<file path="src/rtl/rob.sv">
// Reorder buffer: in-order retirement of out-of-order writebacks from three units.
// Entries are allocated at the tail, completed by writeback, and retired from the head.
`ifndef WORD_SIZE
`define WORD_SIZE 32
`endif
`ifndef ROB_ENTRY_WIDTH
`define ROB_ENTRY_WIDTH 3
`endif

module rob #(
    parameter int WORD_SIZE       = `WORD_SIZE,
    parameter int ROB_ENTRY_WIDTH = `ROB_ENTRY_WIDTH,
    parameter int REG_WIDTH       = 5
) (
    input  logic                       clk,
    input  logic                       rst,
    input  logic                       flush,
    input  logic                       alloc_valid,
    input  logic [REG_WIDTH-1:0]       alloc_rd,
    input  logic                       alloc_we,
    output logic                       alloc_ready,
    output logic [ROB_ENTRY_WIDTH-1:0] alloc_rob_id,
    input  logic                       alu_wb_enable,
    input  logic [ROB_ENTRY_WIDTH-1:0] alu_wb_rob_id,
    input  logic [WORD_SIZE-1:0]       alu_wb_data,
    input  logic                       mem_wb_enable,
    input  logic [ROB_ENTRY_WIDTH-1:0] mem_wb_rob_id,
    input  logic [WORD_SIZE-1:0]       mem_wb_data,
    input  logic                       mul_wb_enable,
    input  logic [ROB_ENTRY_WIDTH-1:0] mul_wb_rob_id,
    input  logic [WORD_SIZE-1:0]       mul_wb_data,
    input  logic [ROB_ENTRY_WIDTH-1:0] rs1_rob_entry,
    input  logic [ROB_ENTRY_WIDTH-1:0] rs2_rob_entry,
    output logic [WORD_SIZE-1:0]       rob_s1_data,
    output logic [WORD_SIZE-1:0]       rob_s2_data,
    output logic                       rob_s1_valid,
    output logic                       rob_s2_valid,
    output logic                       commit_valid,
    output logic [ROB_ENTRY_WIDTH-1:0] commit_rob_id,
    output logic [REG_WIDTH-1:0]       commit_rd,
    output logic                       commit_we,
    output logic [WORD_SIZE-1:0]       commit_data
);

    localparam int N  = 2 ** ROB_ENTRY_WIDTH;
    localparam int CW = ROB_ENTRY_WIDTH + 1;
    localparam logic [CW-1:0] FULL_COUNT = CW'(N);

    logic [ROB_ENTRY_WIDTH-1:0] head_reg;
    logic [ROB_ENTRY_WIDTH-1:0] tail_reg;
    logic [CW-1:0]              count_reg;

    logic [N-1:0]         valid_vec;
    logic [N-1:0]         ready_vec;
    logic [N-1:0]         we_vec;
    logic [REG_WIDTH-1:0] rd_vec   [N];
    logic [WORD_SIZE-1:0] data_vec [N];

    logic alloc_fire;
    logic commit_fire;

    // Fullness comes from the registered count only, so a same-cycle commit never frees a slot.
    assign alloc_ready  = (count_reg != FULL_COUNT);
    assign alloc_rob_id = tail_reg;
    assign alloc_fire   = alloc_valid && alloc_ready && !flush;

    assign commit_valid  = valid_vec[head_reg] && ready_vec[head_reg] && !flush;
    assign commit_fire   = commit_valid;
    assign commit_rob_id = head_reg;
    assign commit_rd     = rd_vec[head_reg];
    assign commit_we     = we_vec[head_reg];
    assign commit_data   = data_vec[head_reg];

    assign rob_s1_valid = valid_vec[rs1_rob_entry] && ready_vec[rs1_rob_entry];
    assign rob_s1_data  = data_vec[rs1_rob_entry];
    assign rob_s2_valid = valid_vec[rs2_rob_entry] && ready_vec[rs2_rob_entry];
    assign rob_s2_data  = data_vec[rs2_rob_entry];

    always_ff @(posedge clk) begin
        if (rst || flush) begin
            head_reg  <= '0;
            tail_reg  <= '0;
            count_reg <= '0;
        end else begin
            if (alloc_fire) begin
                tail_reg <= tail_reg + ROB_ENTRY_WIDTH'(1);
            end
            if (commit_fire) begin
                head_reg <= head_reg + ROB_ENTRY_WIDTH'(1);
            end
            case ({alloc_fire, commit_fire})
                2'b10:   count_reg <= count_reg + CW'(1);
                2'b01:   count_reg <= count_reg - CW'(1);
                default: count_reg <= count_reg;
            endcase
        end
    end

    genvar gi;
    generate
        for (gi = 0; gi < N; gi++) begin : g_entry
            localparam logic [ROB_ENTRY_WIDTH-1:0] ID = ROB_ENTRY_WIDTH'(gi);

            logic                 valid_reg;
            logic                 ready_reg;
            logic                 we_reg;
            logic [REG_WIDTH-1:0] rd_reg;
            logic [WORD_SIZE-1:0] data_reg;

            logic alloc_hit;
            logic commit_hit;
            logic alu_hit;
            logic mem_hit;
            logic mul_hit;

            assign alloc_hit  = alloc_fire && (tail_reg == ID);
            assign commit_hit = commit_fire && (head_reg == ID);
            // Writebacks only land on allocated entries; stale ids from before a flush fall away.
            assign alu_hit = alu_wb_enable && (alu_wb_rob_id == ID) && valid_reg;
            assign mem_hit = mem_wb_enable && (mem_wb_rob_id == ID) && valid_reg;
            assign mul_hit = mul_wb_enable && (mul_wb_rob_id == ID) && valid_reg;

            always_ff @(posedge clk) begin
                if (rst) begin
                    valid_reg <= 1'b0;
                    ready_reg <= 1'b0;
                    we_reg    <= 1'b0;
                    rd_reg    <= '0;
                    data_reg  <= '0;
                end else if (flush) begin
                    valid_reg <= 1'b0;
                    ready_reg <= 1'b0;
                end else if (alloc_hit) begin
                    valid_reg <= 1'b1;
                    ready_reg <= 1'b0;
                    we_reg    <= alloc_we;
                    rd_reg    <= alloc_rd;
                    data_reg  <= '0;
                end else begin
                    if (commit_hit) begin
                        valid_reg <= 1'b0;
                    end
                    if (alu_hit) begin
                        ready_reg <= 1'b1;
                        data_reg  <= alu_wb_data;
                    end else if (mem_hit) begin
                        ready_reg <= 1'b1;
                        data_reg  <= mem_wb_data;
                    end else if (mul_hit) begin
                        ready_reg <= 1'b1;
                        data_reg  <= mul_wb_data;
                    end
                end
            end

            assign valid_vec[gi] = valid_reg;
            assign ready_vec[gi] = ready_reg;
            assign we_vec[gi]    = we_reg;
            assign rd_vec[gi]    = rd_reg;
            assign data_vec[gi]  = data_reg;
        end
    endgenerate

endmodule

</file>
<file path="config.mk">
export PLATFORM = sky130hd
export DESIGN_NAME = rob
export DESIGN_NICKNAME = d
export VERILOG_FILES = /design/src/rtl/rob.sv
export SDC_FILE = /design/constraint.sdc
export NUM_CORES = 1
export LEC_CHECK = 0
export CAP_MARGIN = 20
export CORE_ASPECT_RATIO = 2
export CORE_MARGIN = 2
export CORE_UTILIZATION = 35
export CTS_CLUSTER_DIAMETER = 120
export DETAILED_ROUTE_END_ITERATION = 16
export PLACE_DENSITY = 0.61
export SYNTH_ARGS = -nofsm -noshare
export SYNTH_HDL_FRONTEND = slang
export SYNTH_SLANG_ARGS = --single-unit
</file>
<file path="constraint.sdc">
create_clock -name clk -period 2.9 [get_ports clk]
set_input_delay 0.435 -clock clk [delete_from_list [all_inputs] [get_ports clk]]
set_output_delay 0.435 -clock clk [all_outputs]
set_load 0.005 [all_outputs]
</file>
==> results.md <==
- Status: finished, final reports clean
- Io pins: 236
- Critical Path RT: between 2 and 2.5 ns
- RD Place Congestion: 0.886
- Syn Inst Count: around 2.8k
- P per Cell Area: ~350 nW/um2
- Critical Path Source Type: register
- CTS tree: built
- Critical path's largest stage delay: roughly 0.49 ns
- Syn avg cell area: 8.55 um2
- Final setup TNS: 0 ns
- MaxCap Viol Count: 0
- Antenna-violating nets left: 0
- Non-filler instance count after layout: about 3.8k
- Number of flops mapped to enable cells by yosys: 0
- Post-synth cell types: 53
- H-tree Lvls: 2
- GRT Util Overall: 0.308
- CP max stage cell: mux4_2
- Seq/Total Area, Yosys: 0.276
- Rel. slew slack: 0.307
- First-pass GRT wire length: about 160,000 um
- Final WL: around 110,000 um
- Hold WS: between 0.2 and 0.3 ns
- Endpoint type of the worst setup path: primary output
- Worst hold-check path type: in -> reg
- VDD IR max: about 0.35 mV
- Pin count of the biggest net entering global routing: 68
- Cts bufs inserted: 34
- Top post-synthesis cells by area: dfxtp_1 (28%), mux4_2 (20%), nand2_1 (8.3%)
- Vias in the first global route: around 26k
- Final period utilization: 0.991
- Area growth, synth to finish: 21.7%
- Worst-Skew Late Latency: ~0.56 ns
- Root Buffer: clkbuf_16
- Share of cells above drive strength 1: 0.212
- Worst slew pin tran: a little over 1 ns
- Via density: between 6 and 7
- Final hold vios: 0
- Most frequent cells in the layout: nand2_1 (524), dfxtp_1 (327), o21ai_0 (237)
- Top FF cell, synth: dfxtp_1
- CP Class: reg -> out
- Slack of the critical path: 0.0256 ns
- Syn Nets: approximately 2.9k
- Largest register FFs: 256
- Ys Warns: 0
- HPWL after DPL: roughly 70,000 um
- Crit path max fanout: 11
- Core ar.: slightly below 70,000 um2
- Initial Utilization: 0.353
- Clk buf depth: 3
- Placed instance count: between 3k and 4k
- Register bit count reported by yosys: 330
- Rows: 135
- GR Overflow Total: 0
- R2R Setup Slk: 0.24 ns
- Starting DRT DRC Count: approximately 3.4k
- Critical Path AT: 2.44 ns
- Worst-path clk slew: about 0.07 ns
- Commonest non-fill, non-tap cell in the layout: nand2_1
- Final setup viols: 0
- Via count: around 25k
- Synth async-reset ratio: 0
- Clock Skew: around 0.031 ns
- Tot Pwr: approximately 10 mW
- F_max: 348 MHz
- Final Max Tran Viols: 0
- Initial antenna violation count: 11
- Die H: approximately 370 um
- Cell taking the most area after synthesis: dfxtp_1
- Final nets: between 3k and 4k
- IO buf count: around 240
- Setup WS pre-CTS: between 0.04 and 0.05 ns
- Post-Syn Area: approximately 24,000 um2
- Leak: around 10 nW
- Final Critical Period: around 2.9 ns
- WL/cell: about 29 um
- DRT Pass-1 Iters: 7
- Fillers: 6,496
- RSZ-0062 raised after global routing: true
- CP Cell Sequence: buf_4 -> buf_16 -> buf_12 -> mux4_2 -> nand2_1 -> nand2_2 -> dlygate4sd2_1
- Synth top area share: 0.276
- Die Wd: approximately 190 um
- # clock sinks: 330
- DRC viols: 0
- Die ar.: 70,500 um2
- Hold_buf cts: 0
[cells in the mapped netlist, types with 47 or more instances]
master and instances:
nand2_1 526, dfxtp_1 330, o21ai_0 237, a21oi_1 218, nor2_1 215, mux4_2 210
clkbuf_1 178, nand3_1 154, a311o_1 126, o41ai_1 90, mux2_2 64, buf_1 63
a21oi_2 60, buf_2 58, inv_1 47
[routing by layer]
layer,global-route usage,part of all wire,vias to the layer above
met4,0.258,0.098,16
met3,0.0745,0.098,631
li1,-,-,10500
met5,0,0.0010,-
met2,0.510,0.47,1767
met1,0.330,0.33,12300
[report_power, final]
part	switching (mW)	internal, mW
combinational	0.700	0.406
sequential	0.00935	4.54
clock	2.05	2.47
[cells by family (layout without fill, tap and decap cells)]
group                      Yosys count  count (layout)  synth area share
xor gates and xnor gates             6               6           0.00220
adders and majority gates           15              15           0.00785
AOI/OAI and AO/OA                  788             788             0.224
DFF                                330             330             0.276
other                                0               3                 0
muxes                              316             316             0.246
buffers and inverters              384             508            0.0736
and+or+nand+nor                    957             957             0.170
[critical path: cells and delay by family (launching register included)]
kind,cells,cell delay [ns]
buf+inv,4,0.77
flops,1,0.38
mux,1,0.49
simple gates,2,0.21
[timing repair]
action / CTS / global route
gates cloned: 4 / 3
gates resized for setup: 30 / 21
endpoints found under the setup margin: 36 / 34
buffers inserted: 5 / 18
[worst paths after layout]
path                                   startpoint                       to  depth (start not counted)
worst max-delay path             commit_rob_id[0]           commit_data[1]                          7
worst min-delay path                          rst  g_entry[7].data_reg[19]                          2
worst max register to register   commit_rob_id[1]             count_reg[2]                         11
worst min register to register  g_entry[7].we_reg        g_entry[7].we_reg                          2
[area by class of cell]
class	count	area [um2]	share of cell area
inverters	50	193	0.00662
multi-input cells	2082	15600	0.537
well taps	890	1110	0.0383
flip-flops and latches	330	6620	0.227
clock buffers	49	988	0.0340
repair buffers	401	4460	0.153
clock inverters	8	77.6	0.00267
diodes	3	7.51	0.000258
[per-stage QoR]
step,util,instance area [um2]
after detailed placement,0.405,27500
after global placement,0.405,27500
after global routing,0.429,29100
after floorplan,-,23900
after CTS,0.425,28800
final,0.429,29100
No activity file was read; power rests on OpenSTA's default activity.
